**src/rtl/gecko_load_writeback_pkg.sv**
```systemverilog
// Shared gecko types for the load-completion stage: memory ops, queue entries,
// writeback records and the load-data formatter.
package gecko_load_writeback_pkg;

  typedef enum logic [2:0] {
    LOAD_LB  = 3'b000,
    LOAD_LH  = 3'b001,
    LOAD_LW  = 3'b010,
    LOAD_LBU = 3'b100,
    LOAD_LHU = 3'b101
  } gecko_load_op_t;

  typedef struct packed {
    logic [4:0]     addr;
    gecko_load_op_t op;
    logic [1:0]     offset;
  } gecko_mem_operation_t;

  typedef struct packed {
    logic [31:0] value;
    logic [4:0]  addr;
    logic        speculative;
  } gecko_operation_t;

  typedef struct packed {
    logic branch;
  } gecko_branch_signal_t;

  typedef struct packed {
    gecko_mem_operation_t op;
    logic                 speculative;
    logic                 killed;
  } gecko_load_entry_t;

  // Extracts the addressed byte/half from an aligned word and extends it.
  function automatic logic [31:0] gecko_get_load_result(input logic [31:0] word,
                                                        input logic [1:0] offset,
                                                        input gecko_load_op_t op);
    logic [7:0]  b;
    logic [15:0] h;
    logic [31:0] r;
    b = 8'(word >> {offset, 3'b000});
    h = offset[1] ? word[31:16] : word[15:0];
    case (op)
      LOAD_LB:  r = {{24{b[7]}}, b};
      LOAD_LBU: r = {24'd0, b};
      LOAD_LH:  r = {{16{h[15]}}, h};
      LOAD_LHU: r = {16'd0, h};
      default:  r = word;
    endcase
    return r;
  endfunction

endpackage

```
**src/rtl/gecko_load_writeback_if.sv**
```systemverilog
// Handshake bundle between execute/memory, the load-completion stage and writeback.
interface gecko_load_writeback_if #(parameter int QUEUE_DEPTH = 4) ();
  import gecko_load_writeback_pkg::*;

  logic                               mem_op_valid;
  logic                               mem_op_ready;
  gecko_mem_operation_t               mem_op_data;
  logic                               mem_op_speculative;
  logic                               mem_rsp_valid;
  logic                               mem_rsp_ready;
  logic [31:0]                        mem_rsp_data;
  logic                               branch_valid;
  gecko_branch_signal_t               branch_signal;
  logic                               wb_valid;
  logic                               wb_ready;
  gecko_operation_t                   wb_data;
  logic [$clog2(QUEUE_DEPTH+1)-1:0]   pending_count;

  modport master (
    output mem_op_valid, mem_op_data, mem_op_speculative,
           mem_rsp_valid, mem_rsp_data, branch_valid, branch_signal, wb_ready,
    input  mem_op_ready, mem_rsp_ready, wb_valid, wb_data, pending_count
  );

  modport slave (
    input  mem_op_valid, mem_op_data, mem_op_speculative,
           mem_rsp_valid, mem_rsp_data, branch_valid, branch_signal, wb_ready,
    output mem_op_ready, mem_rsp_ready, wb_valid, wb_data, pending_count
  );
endinterface

```
**src/rtl/gecko_load_writeback_queue.sv**
```systemverilog
// In-order circular FIFO of outstanding loads with broadcast speculation
// kill/clear applied to every slot.
module gecko_load_queue
  import gecko_load_writeback_pkg::*;
#(
  parameter int DEPTH = 4,
  localparam int PW = $clog2(DEPTH),
  localparam int CW = $clog2(DEPTH + 1)
) (
  input  logic              clk,
  input  logic              rst_n,
  input  logic              push,
  input  gecko_load_entry_t push_entry,
  input  logic              pop,
  input  logic              kill_speculative,
  input  logic              clear_speculative,
  output gecko_load_entry_t head,
  output logic [CW-1:0]     count
);

  gecko_load_entry_t entries [DEPTH];
  logic [PW-1:0]     head_ptr;
  logic [PW-1:0]     tail_ptr;

  assign head = entries[head_ptr];

  always_ff @(posedge clk or negedge rst_n) begin
    // NOTE: sequential state uses non-blocking (<=) so every flop samples pre-edge values.
    if (!rst_n) begin
      head_ptr <= '0;
      tail_ptr <= '0;
      count    <= '0;
    end else begin
      if (push) tail_ptr <= tail_ptr + PW'(1);
      if (pop)  head_ptr <= head_ptr + PW'(1);
      case ({push, pop})
        2'b10:   count <= count + CW'(1);
        2'b01:   count <= count - CW'(1);
        default: count <= count;
      endcase
    end
  end

  // NOTE: the entry storage has no reset; occupancy comes from count, so stale slots are never read.
  always_ff @(posedge clk) begin
    for (int i = 0; i < DEPTH; i++) begin
      if (kill_speculative && entries[i].speculative) entries[i].killed <= 1'b1;
      if (clear_speculative) entries[i].speculative <= 1'b0;
    end
    if (push) entries[tail_ptr] <= push_entry;
  end

endmodule

```
**src/rtl/gecko_load_writeback.sv**
```systemverilog
// Load-completion stage: queues issued loads, pairs them in order with memory
// responses, formats the data and presents it to register writeback.
module gecko_load_writeback
  import gecko_load_writeback_pkg::*;
#(
  parameter int QUEUE_DEPTH = 4
) (
  input logic                    clk,
  input logic                    rst_n,
  gecko_load_writeback_if.slave  bus
);

  localparam int CW = $clog2(QUEUE_DEPTH + 1);

  gecko_load_entry_t head;
  gecko_load_entry_t push_entry;
  logic [CW-1:0]     count;
  logic              push, pop, mispredict, commit, load_out;
  logic              wb_valid;
  gecko_operation_t  wb_data;

  assign mispredict = bus.branch_valid &  bus.branch_signal.branch;
  assign commit     = bus.branch_valid & ~bus.branch_signal.branch;

  assign bus.mem_op_ready  = (count < CW'(QUEUE_DEPTH));
  assign bus.mem_rsp_ready = (count != '0) & (head.killed | ~wb_valid | bus.wb_ready);
  assign push     = bus.mem_op_valid  & bus.mem_op_ready;
  assign pop      = bus.mem_rsp_valid & bus.mem_rsp_ready;
  assign load_out = pop & ~head.killed;

  // An op arriving alongside a branch event is resolved before it is stored.
  always_comb begin
    // NOTE: default every always_comb output first so no path infers a latch.
    push_entry             = '0;
    push_entry.op          = bus.mem_op_data;
    push_entry.speculative = bus.mem_op_speculative & ~commit;
    push_entry.killed      = bus.mem_op_speculative & mispredict;
  end

  gecko_load_queue #(.DEPTH(QUEUE_DEPTH)) u_queue (
    .clk               (clk),
    .rst_n             (rst_n),
    .push              (push),
    .push_entry        (push_entry),
    .pop               (pop),
    .kill_speculative  (mispredict),
    .clear_speculative (commit),
    .head              (head),
    .count             (count)
  );

  always_ff @(posedge clk or negedge rst_n) begin
    if (!rst_n) begin
      wb_valid <= 1'b0;
      wb_data  <= '0;
    end else if (load_out) begin
      wb_valid            <= ~(mispredict & head.speculative);
      wb_data.value       <= gecko_get_load_result(bus.mem_rsp_data, head.op.offset, head.op.op);
      wb_data.addr        <= head.op.addr;
      wb_data.speculative <= head.speculative & ~commit;
    end else begin
      // Mispredict on a speculative held result is the only valid withdrawal.
      if ((wb_valid & bus.wb_ready) | (mispredict & wb_data.speculative)) wb_valid <= 1'b0;
      if (commit) wb_data.speculative <= 1'b0;
    end
  end

  assign bus.wb_valid      = wb_valid;
  assign bus.wb_data       = wb_data;
  assign bus.pending_count = count;

endmodule

```
**src/flat_wrapper.sv**
```systemverilog
// flat-port wrapper written by rule: the top's interface ports become plain ports
module gecko_load_writeback_flat import gecko_load_writeback_pkg::*;
#(
  parameter int QUEUE_DEPTH = 4
)
  (clk, rst_n, bus_mem_op_valid, bus_mem_op_data, bus_mem_op_speculative, bus_mem_rsp_valid, bus_mem_rsp_data, bus_branch_valid, bus_branch_signal, bus_wb_ready, bus_mem_op_ready, bus_mem_rsp_ready, bus_wb_valid, bus_wb_data, bus_pending_count);
  gecko_load_writeback_if #(.QUEUE_DEPTH(QUEUE_DEPTH)) bus_i ();
  input logic clk;
  input logic rst_n;
  input wire logic [$bits(bus_i.mem_op_valid)-1:0] bus_mem_op_valid;
  input wire logic [$bits(bus_i.mem_op_data)-1:0] bus_mem_op_data;
  input wire logic [$bits(bus_i.mem_op_speculative)-1:0] bus_mem_op_speculative;
  input wire logic [$bits(bus_i.mem_rsp_valid)-1:0] bus_mem_rsp_valid;
  input wire logic [$bits(bus_i.mem_rsp_data)-1:0] bus_mem_rsp_data;
  input wire logic [$bits(bus_i.branch_valid)-1:0] bus_branch_valid;
  input wire logic [$bits(bus_i.branch_signal)-1:0] bus_branch_signal;
  input wire logic [$bits(bus_i.wb_ready)-1:0] bus_wb_ready;
  output wire logic [$bits(bus_i.mem_op_ready)-1:0] bus_mem_op_ready;
  output wire logic [$bits(bus_i.mem_rsp_ready)-1:0] bus_mem_rsp_ready;
  output wire logic [$bits(bus_i.wb_valid)-1:0] bus_wb_valid;
  output wire logic [$bits(bus_i.wb_data)-1:0] bus_wb_data;
  output wire logic [$bits(bus_i.pending_count)-1:0] bus_pending_count;
  assign bus_i.mem_op_valid = bus_mem_op_valid;
  assign bus_i.mem_op_data = bus_mem_op_data;
  assign bus_i.mem_op_speculative = bus_mem_op_speculative;
  assign bus_i.mem_rsp_valid = bus_mem_rsp_valid;
  assign bus_i.mem_rsp_data = bus_mem_rsp_data;
  assign bus_i.branch_valid = bus_branch_valid;
  assign bus_i.branch_signal = bus_branch_signal;
  assign bus_i.wb_ready = bus_wb_ready;
  assign bus_mem_op_ready = bus_i.mem_op_ready;
  assign bus_mem_rsp_ready = bus_i.mem_rsp_ready;
  assign bus_wb_valid = bus_i.wb_valid;
  assign bus_wb_data = bus_i.wb_data;
  assign bus_pending_count = bus_i.pending_count;
  gecko_load_writeback #(.QUEUE_DEPTH(QUEUE_DEPTH)) u_core (.clk(clk), .rst_n(rst_n), .bus(bus_i));
endmodule
```
**config.mk**
```make
export PLATFORM = sky130hd
export DESIGN_NAME = gecko_load_writeback_flat
export DESIGN_NICKNAME = d
export VERILOG_FILES = /design/src/rtl/gecko_load_writeback_pkg.sv /design/src/rtl/gecko_load_writeback_if.sv /design/src/rtl/gecko_load_writeback_queue.sv /design/src/rtl/gecko_load_writeback.sv /design/src/flat_wrapper.sv
export SDC_FILE = /design/constraint.sdc
export NUM_CORES = 1
export LEC_CHECK = 0
export ABC_AREA = 1
export CORE_UTILIZATION = 45
export CTS_CLUSTER_SIZE = 30
export DETAILED_ROUTE_END_ITERATION = 8
export PLACE_DENSITY = 0.73
export RECOVER_POWER = 100
export SETUP_SLACK_MARGIN = 0.2
export SYNTH_ARGS = -nofsm -noshare
export SYNTH_HDL_FRONTEND = slang
export SYNTH_SLANG_ARGS = --single-unit
```
**constraint.sdc**
```tcl
create_clock -name clk -period 2 [get_ports clk]
set_input_delay 0.3 -clock clk [delete_from_list [all_inputs] [get_ports clk]]
set_output_delay 0.3 -clock clk [all_outputs]
set_load 0.005 [all_outputs]
```
==> flow_summary.ini <==
[detailed_routing]
drt_iter0_drc = 251
dr.pass1.iters = 4
post-route-drc-count = 0
antenna_left = 0
dr_total_vias = 4418
drt-total-wl_mm = 13.3
wl_per_cell_um = 15.3
vias_per_cell = 5.11

[place]
place_hpwl_mm = 8.89
io_buffers = 93
place_ws_ps = -62.4
dp_cells = 830
gp_congestion = 0.907

[timing]
fin_crit_ps = 1940
fin_skew_ps = 16.1
setup_ws_ps = 59.9
slew_headroom_pct = 55.2
setup_tns_ps = 0
finalSetupViolations = 0
finalHoldViolCount = 0
fmax_mhz = 515
drv_slew = 0
rsz0062_at_grt = yes
period_share_pct = 97.0
max_slew.worst_pin.slew_ps = 672

[floorplanning]
rows = 38
core-area_sq_mm = 0.0108
die_h_um = 108
die_x_um = 108
io_pins = 94
dieArea_sq_mm = 0.0116
initial_core_util_pct = 46.2

[final_layout]
n_fill_cell = 1006
drive_above_1_share_pct = 15.5
finalNonFillerCells = 864
final_util_pct = 60.3
antenna_cells = 0
area_growth_pct = 30.4
num-nets-final = 775

[grt]
grt_pass1_vias = 4353
grtUsageTotal_pct = 23.1
grt_pass1_wl_mm = 20.4
grt_max_degree = 45
antenna_found_initial = 0
grt_overflow = 0

[setup_path]
r2r_slack_ps = 60
setup.worst_path.start_class = flop
cp.required_ps = 2260
cp-end-kind = flop
path_max_fanout = 4
worstSetupPathType = reg2reg
worstPathArrival_ps = 2200

[pwr]
p_int_mw = 5.80
power_mw = 10.3
p_leak_nw = 3.15
clockPowerShare_pct = 12.9
ir_worst_vdd_v = 0.000510
pwr_density_cell_mw_per_mm2 = 1570
combPwrFrac_pct = 58.2
swShare_pct = 43.6
p_sw_mw = 4.48
pwr-share-seq_pct = 29.0

[clock_network]
cts_tree = built
clk_latency_ps = 370
cts_buffer_depth = 2
htreeDepth = 3
clkTransAtPathRegs_ps = 110
numCtsBuffers = 9
cts_num_sinks = 94
root_buffer = clkbuf_8

[synth]
synthAdderAreaFrac_pct = 1.65
ys_seq_area_share_pct = 50.9
syn-num-nets = 658
synth_ff_type = dfrtp_1
syn_area_per_cell_sq_um = 8.33
synthCells = 602
synth_area_sq_mm = 0.00501
synth-simple-area-share_pct = 31.8
synthMuxAreaShare_pct = 0
synth_seq_cells = 94
synth_top_area_share_pct = 26.4
synth_cell_types = 36
synth_top_area_cell = edfxtp_1
synth-edff-count = 44
synthArstFlopShare_pct = 48.9
synth_top_cells_by_area = edfxtp_1 26%, dfrtp_1 23%, nand2_1 15%
synth_compound_area_share_pct = 5.79
synth_xor_area_share_pct = 0.873
synth_top_family_by_area = simple AND/OR/NAND/NOR gates
synth_warnings = 0

[run_status]
status = completed

[worst_hold_path]
hp-class = in2async

[run]
drv_cap = 0
layout make-up:
type | count | area [sq um] | area share (%)
Sequential cell | 94 | 2550 | 39.1
Inverter | 75 | 287 | 4.38
Timing Repair Buffer | 126 | 1190 | 18.2
Clock inverter | 6 | 76.3 | 1.17
Multi-Input combinational cell | 413 | 2130 | 32.5
Clock buffer | 10 | 128 | 1.95
Tap cell | 140 | 175 | 2.68
synth_stat cells, types with 2 or more instances:
library cell	number
ha_1	5
inv_1	71
nand3_4	2
nand2_4	3
xor2_1	4
dfxtp_1	4
edfxtp_1	44
nand3_2	17
o21ai_1	2
or2_1	6
nor2_1	63
a21oi_1	11
dfrtp_1	46
nand2_2	8
inv_2	3
clkbuf_1	7
buf_2	5
nand2_1	194
or2_2	11
o22ai_1	5
nand3_1	35
nor2_4	2
buf_4	3
o21ai_0	30
a31oi_1	4
buf_6	7
per-layer routing:
metal | track usage [%] | up-vias | routed length, um
met2 | 40.4 | 154 | 6640
met4 | 9.49 | 0 | 212
met1 | 28.0 | 2113 | 5560
li1 | - | 2135 | -
met3 | 4.00 | 16 | 840
met5 | 0 | - | 0
cell usage in the layout, fill, tap and decap left out, drive strengths merged:
| master | synthesis | routed |
|---|---|---|
| dfxtp | 4 | 4 |
| clkbuf | 8 | 21 |
| dlygate4sd3 | 0 | 54 |
| ha | 5 | 5 |
| clkinv | 0 | 2 |
| bufinv | 0 | 1 |
| a32o | 1 | 1 |
| xor2 | 4 | 4 |
| inv | 75 | 78 |
| a31oi | 4 | 4 |
| buf | 16 | 23 |
| clkdlybuf4s50 | 0 | 38 |
| or2 | 17 | 17 |
| nand2 | 205 | 205 |
| o22ai | 5 | 5 |
| nand4 | 1 | 1 |
| nor2 | 66 | 66 |
| o21ai | 32 | 32 |
| nand3 | 54 | 57 |
| dfrtp | 46 | 46 |
| nand3b | 1 | 2 |
| edfxtp | 44 | 44 |
| xnor2 | 1 | 1 |
| a21oi | 12 | 12 |
| fa | 1 | 1 |
final timing paths:
| path | end | from | depth (start not counted) |
|---|---|---|---|
| max | u_core.u_queue.count[2] | u_core.u_queue.head_ptr[0] | 13 |
| min | u_core.bus.wb_data[16] | rst_n | 2 |
| max reg2reg | u_core.u_queue.count[2] | u_core.u_queue.head_ptr[0] | 13 |
| min reg2reg | u_core.bus.wb_data[4] | u_core.bus.wb_data[4] | 2 |
| max in group asynchronous | u_core.u_queue.head_ptr[0] | rst_n | 3 |
| min in group clk | u_core.bus.wb_data[4] | u_core.bus.wb_data[4] | 2 |
state kept, by name, summed over array words and instances (netlist names):
signal,count
u_core.bus.wb_valid,1
u_core.u_queue.entries,48
u_core.u_queue.head_ptr,2
u_core.u_queue.tail_ptr,2
u_core.u_queue.count,3
u_core.bus.wb_data,38
kinds of logic (layout without fill, tap and decap cells):
kind of cell               after synthesis  in the layout
buffers and inverters                   99            217
and+or+nand+nor                        344            348
AOI/OAI and AO/OA                       54             54
DFF                                     94             94
adders and majority gates                6              6
xor gates and xnor gates                 5              5
stage by stage:
step | cell area [sq um] | hold WS, ps
6_report | 6540 | 465
4_1_cts | 6520 | 327
2_1_floorplan | 5030 | 4.41
3_3_place_gp | 6170 | 191
3_5_place_dp | 6170 | 194
5_1_grt | 6540 | 503
timing repair:
action / in CTS / in global routing
gates cloned: 3 / 2
gates resized for setup: 18 / 14
setup buffers: 3 / 9
setup endpoints to repair: 35 / 35
endpoints found under the hold margin: 10 / 0
hold buffers: 1 / 0
pin swaps: 3 / 9
power by group through the flow:
stage	Combinational, mW	Sequential [mW]	Clock (mW)
after global routing	6.63	3.05	1.43
after detailed placement	5.44	3.03	0
after global placement	5.29	3.01	0
final	5.98	2.98	1.32
after CTS	5.83	3.00	1.35
after floorplan	3.57	3.00	0
critical path: stages, from the launching register on:
cell	delay, ps
dfrtp_2	460
clkinv_4	80
nand2_2	50
nand3_2	50
nand2_2	60
nand3_2	80
nand3_2	80
inv_2	90
ha_4	130
inv_2	40
fa_2	350
a21oi_2	130
o21ai_1	90
xor2_1	140
No activity file was read; power rests on OpenSTA's default activity.
==> RTL edit 1, RTL diff (same flow settings) <==
Make the reset (`rst_n`) synchronous in 2 clocked blocks.
--- a/src/rtl/gecko_load_writeback_queue.sv
+++ b/src/rtl/gecko_load_writeback_queue.sv
@@ -24,7 +24,7 @@
 
   assign head = entries[head_ptr];
 
-  always_ff @(posedge clk or negedge rst_n) begin
+  always_ff @(posedge clk) begin
     // NOTE: sequential state uses non-blocking (<=) so every flop samples pre-edge values.
     if (!rst_n) begin
       head_ptr <= '0;
--- a/src/rtl/gecko_load_writeback.sv
+++ b/src/rtl/gecko_load_writeback.sv
@@ -49,7 +49,7 @@
     .count             (count)
   );
 
-  always_ff @(posedge clk or negedge rst_n) begin
+  always_ff @(posedge clk) begin
     if (!rst_n) begin
       wb_valid <= 1'b0;
       wb_data  <= '0;
Check against the original RTL: differs if rst_n is asserted again (counterexample within 4 cycles, from zero or initial values and one cycle with rst_n low); with rst_n held inactive, the same outputs for 4 cycles.
==> RTL edit 1 against the original RTL <==
  * Sequential cell count up 2
  * Die area down 6.1%
  * Via count down 6.0%
  * Non-clock buffer count down 4
  * Total power down 19%
  * Final cell count down 7.1%
  * Setup slack better by 0.016 ns
  * Largest power group unchanged
  * Highest routed layer unchanged
  * Count of clock-buffer cells in the layout up 3
  * Largest cell class unchanged
  * Global-route usage down 1.4 points
  * Critical path depth up 3
  * Synthesized area down 6.2%
  * Wire length down 14%
  * Design area down 4.4%
==> RTL edit 1: results (changes against the original RTL) <==
FILL cells 881 (-12%); met3 wire len 712 um (-15%); Detail Route met2 WL 5.51 mm (-17%); Layout Skew 0.0136 ns (-0.00250 ns); Largest stage delay, worst path 0.37 ns (-0.09 ns); VDD IR max 0.544 mV (+6.6%); main area contributors after synthesis edfxtp_1, dfxtp_1, nand2_1; Hold WC Path Type flop to flop; Place WS -0.266 ns (-0.203 ns); actual slew at the worst max-slew pin 0.389 ns (-0.283 ns); slowest cell on the critical path dfxtp_4; Vias 4,153 (-6.0%); met1 usage 26.5% (-1.5 points); layout cells sized above 1 16.0% (+0.50 points); sequential area share after synthesis 50.2% (-0.67 points); leakage 2.66 nW (-15%); met3 GRT Util 3.88% (-0.11 points); WL met1 4.88 mm (-12%); xor/xnor share of the synthesized area 0% (-0.87 points); global-route wire length before repair 18.8 mm (-8.2%); gp weighted congestion 0.862 (-5.0%); Final HPWL DP 8.22 mm (-7.6%); GR Util All Layers 21.7% (-1.4 points); Synth Area in Compound Gates 15.8% (+10 points); Synth Area in Adders 1.76% (+0.11 points); Synth Net Count 613 (-6.8%); dpl cell area 5910 sq um (-4.3%); outcome completed; Synth Flop Type dfxtp_1; most common library cells after synthesis nand2_1, inv_1, o21ai_0, dfxtp_1, edfxtp_1
==> RTL edit 1: final timing paths <==
check        cells past startpoint                      end                        from  slack (ns)
min reg2reg                      2                     flop  u_core.u_queue.head_ptr[1]        0.46
min                              2                     flop  u_core.u_queue.head_ptr[1]        0.46
max                             16  u_core.u_queue.count[2]                        flop        0.08
max reg2reg                     16  u_core.u_queue.count[2]                        flop        0.08
==> RTL edit 1: metrics by stage <==
| stage | TNS (ns) | util [%] | cells | hold slack, ns |
|---|---|---|---|---|
| 2_1_floorplan | 0 | - | 557 | 0.399 |
| 3_3_place_gp | -0.327 | 59.3 | 783 | 0.448 |
| 3_5_place_dp | -0.505 | 59.3 | 783 | 0.453 |
| 4_1_cts | 0 | 62.0 | 802 | 0.459 |
| 5_1_grt | -0.0601 | 62.7 | 803 | 0.511 |
| 6_report | 0 | 62.7 | 803 | 0.455 |
==> RTL edit 1: tightest hold or removal path: cells and delay by family (launching register included) <==
family,cells,cell delay (ns)
DFF,1,0.32
AOI/OAI and AO/OA,1,0.06
buffers and inverters,1,0.04
==> RTL edit 1: what timing repair did <==
| action | 4_1_cts | 5_1_grt |
|---|---|---|
| setup endpoints to repair | 34 | 34 |
| setup buffers | 3 | 1 |
| resized for setup | 13 | 25 |
| pin swaps | 3 | 1 |
==> RTL edit 1: area by class of cell <==
| class | instances | share of cell area, % |
|---|---|---|
| inverter | 75 | 4.71 |
| timing repair buffer | 122 | 19.6 |
| multi-input combinational | 361 | 31.9 |
| sequential | 96 | 37.9 |
| clock inverter | 3 | 0.801 |
| clock buffer | 13 | 2.46 |
| tap | 133 | 2.66 |
==> RTL edit 1: where the power goes <==
part           total [W]  internal, W  switching (W)
clock network    0.00131     0.000644       0.000661
logic            0.00413      0.00188        0.00225
registers        0.00285      0.00258       0.000275
==> RTL edit 2, RTL diff (same flow settings) <==
Without the edit above. `QUEUE_DEPTH` is set to 4 in 3 places; all go to 2.
--- a/src/rtl/gecko_load_writeback_if.sv
+++ b/src/rtl/gecko_load_writeback_if.sv
@@ -1,5 +1,5 @@
 // Handshake bundle between execute/memory, the load-completion stage and writeback.
-interface gecko_load_writeback_if #(parameter int QUEUE_DEPTH = 4) ();
+interface gecko_load_writeback_if #(parameter int QUEUE_DEPTH = 2) ();
   import gecko_load_writeback_pkg::*;
 
   logic                               mem_op_valid;
--- a/src/rtl/gecko_load_writeback.sv
+++ b/src/rtl/gecko_load_writeback.sv
@@ -3,7 +3,7 @@
 module gecko_load_writeback
   import gecko_load_writeback_pkg::*;
 #(
-  parameter int QUEUE_DEPTH = 4
+  parameter int QUEUE_DEPTH = 2
 ) (
   input logic                    clk,
   input logic                    rst_n,
--- a/src/flat_wrapper.sv
+++ b/src/flat_wrapper.sv
@@ -1,7 +1,7 @@
 // flat-port wrapper written by rule: the top's interface ports become plain ports
 module gecko_load_writeback_flat import gecko_load_writeback_pkg::*;
 #(
-  parameter int QUEUE_DEPTH = 4
+  parameter int QUEUE_DEPTH = 2
 )
   (clk, rst_n, bus_mem_op_valid, bus_mem_op_data, bus_mem_op_speculative, bus_mem_rsp_valid, bus_mem_rsp_data, bus_branch_valid, bus_branch_signal, bus_wb_ready, bus_mem_op_ready, bus_mem_rsp_ready, bus_wb_valid, bus_wb_data, bus_pending_count);
   gecko_load_writeback_if #(.QUEUE_DEPTH(QUEUE_DEPTH)) bus_i ();
Ports: changed (resized bus_pending_count); port bits go from 94 to 93. No check against the original RTL was run, so the function may have changed too.
==> RTL edit 2 against the original RTL <==
  * Total power is 31% lower
  * Sequential cell count shrank 27
  * First-iteration DRC count shrank 39%
  * Largest cell class unchanged
  * Largest power group unchanged
  * Synthesized area decreased by 25%
  * Setup slack improved by 0.19 ns
  * Wire length down 31%
  * Design area shrank 23%
==> RTL edit 2: results (changes against the original RTL) <==
initial antenna violation count 0 (unchanged); maximum fanout along the worst path 10 (+6); 1st-iter DRT viols 153 (-39%); Post-synth EDFFs 22 (-50%); clock buffer depth 2 (unchanged); drt pass-1 iters 5 (+1); Synth Area in Adders 0.333% (-1.3 points); xor/xnor share of the synthesized area 0.700% (-0.17 points); Synth Area in Compound Gates 4.90% (-0.89 points); worst reg2reg path depth 10 (-3); ys async rst share 64.2% (+15 points); VDD IR max 0.682 mV (+34%); reg-to-reg endpoint u_core.u_queue.count[1]; Final HPWL DP 6.32 mm (-29%); actual slew at the worst max-slew pin 0.971 ns (+0.299 ns); most common library cells after synthesis nand2_1, inv_1, nor2_1, dfrtp_1, nand3_1; dpl cell area 4810 sq um (-22%); Hold WC Path Type flop to flop; WHS 0.478 ns (+0.0123 ns); Synth Flop Type dfrtp_1; gp weighted congestion 0.904 (-0.36%); crit path to bus_mem_rsp_ready; Worst Setup SP u_core.u_queue.head_ptr; worst skew pair latency 0.35 ns (-0.02 ns); NumNets Final 643 (-17%); PortBufs 92 (-1.1%); Layout Skew 0.0154 ns (-0.000664 ns); R2R Setup Slk 0.26 ns (+0.20 ns); FILL cells 704 (-30%); main area contributors after synthesis dfrtp_1, edfxtp_1, nand2_1; post-synthesis mux area share 1.60% (+1.6 points); leakage 2.59 nW (-18%); drt wl/cell 13.0 um (-15%); GR Util All Layers 22.4% (-0.72 points); biggest regs u_core.bus.wb_data: 38 flops, u_core.u_queue.entries: 24 flops, u_core.u_queue.count: 2 flops; Largest stage delay, worst path 0.46 ns (about the same); Vias 3,421 (-23%); synth unique cells 35 (-2.8%); Crit path max-delay family flip-flops; slowest cell on the critical path dfrtp_1; sequential area share after synthesis 47.3% (-3.6 points); global-route wire length before repair 15.1 mm (-26%); ANT cells 0 (unchanged); switching share of power 38.2% (-5.3 points); CP Data Arrival Time 1.45 ns (-0.75 ns); vias in the first global route 3,341 (-23%); largest net degree at the start of global routing 34 (-24%); outcome completed; Reg clk slew, reported paths 0.08 ns (-0.03 ns); Synth Net Count 540 (-18%); layout cells sized above 1 10.2% (-5.3 points)
## RTL edit 2: final cells by class
type / instances / area share [%]
multi-input combinational: 331 / 30.8
clock buffer: 9 / 2.45
timing repair buffer: 110 / 21.1
sequential: 67 / 35.2
inverter: 73 / 5.53
clock inverter: 7 / 2.45
tap: 102 / 2.53
## RTL edit 2: timing repair
action,in CTS,in global routing
hold buffers,1,0
gates resized for setup,4,4
pin swaps,1,1
setup endpoints to repair,2,20
gates cloned,0,1
setup buffers,1,0
hold endpoints to repair,15,0
## RTL edit 2: power groups by stage
stage	clock, W	combinational [W]	sequential (W)
global route	0.00151	0.00392	0.00227
global placement	0	0.00351	0.00224
CTS	0.00144	0.00365	0.00223
finish	0.00142	0.00346	0.00221
detailed placement	0	0.00359	0.00225
floorplan	0	0.00218	0.00224
## RTL edit 2: metal layers
metal  up-vias  share of wire (%)  track usage [%]
met5         -                  0                0
met4         0                1.7             6.79
met3        14                5.5             5.45
met2       102                 48             38.1
met1      1589                 44             28.1
li1       1716                  -                -
## RTL edit 2: tightest hold or removal path, cell delays in order, from the launching register on
cell and delay [ns]:
dfrtp_1 0.34, nand2_1 0.05, nand2_1 0.06
## RTL edit 2: metrics by stage
step                      utilization, %  power [W]  cells  setup TNS (ns)  setup slack [ns]
after detailed placement            61.0    0.00584    680          -0.120            -0.119
after global placement              61.0    0.00575    680               0            0.0114
after global routing                64.0    0.00770    699               0            0.0672
after floorplan                        -    0.00442    489               0             0.245
final                               64.0    0.00709    699               0             0.254
after CTS                           64.5    0.00732    698               0             0.236
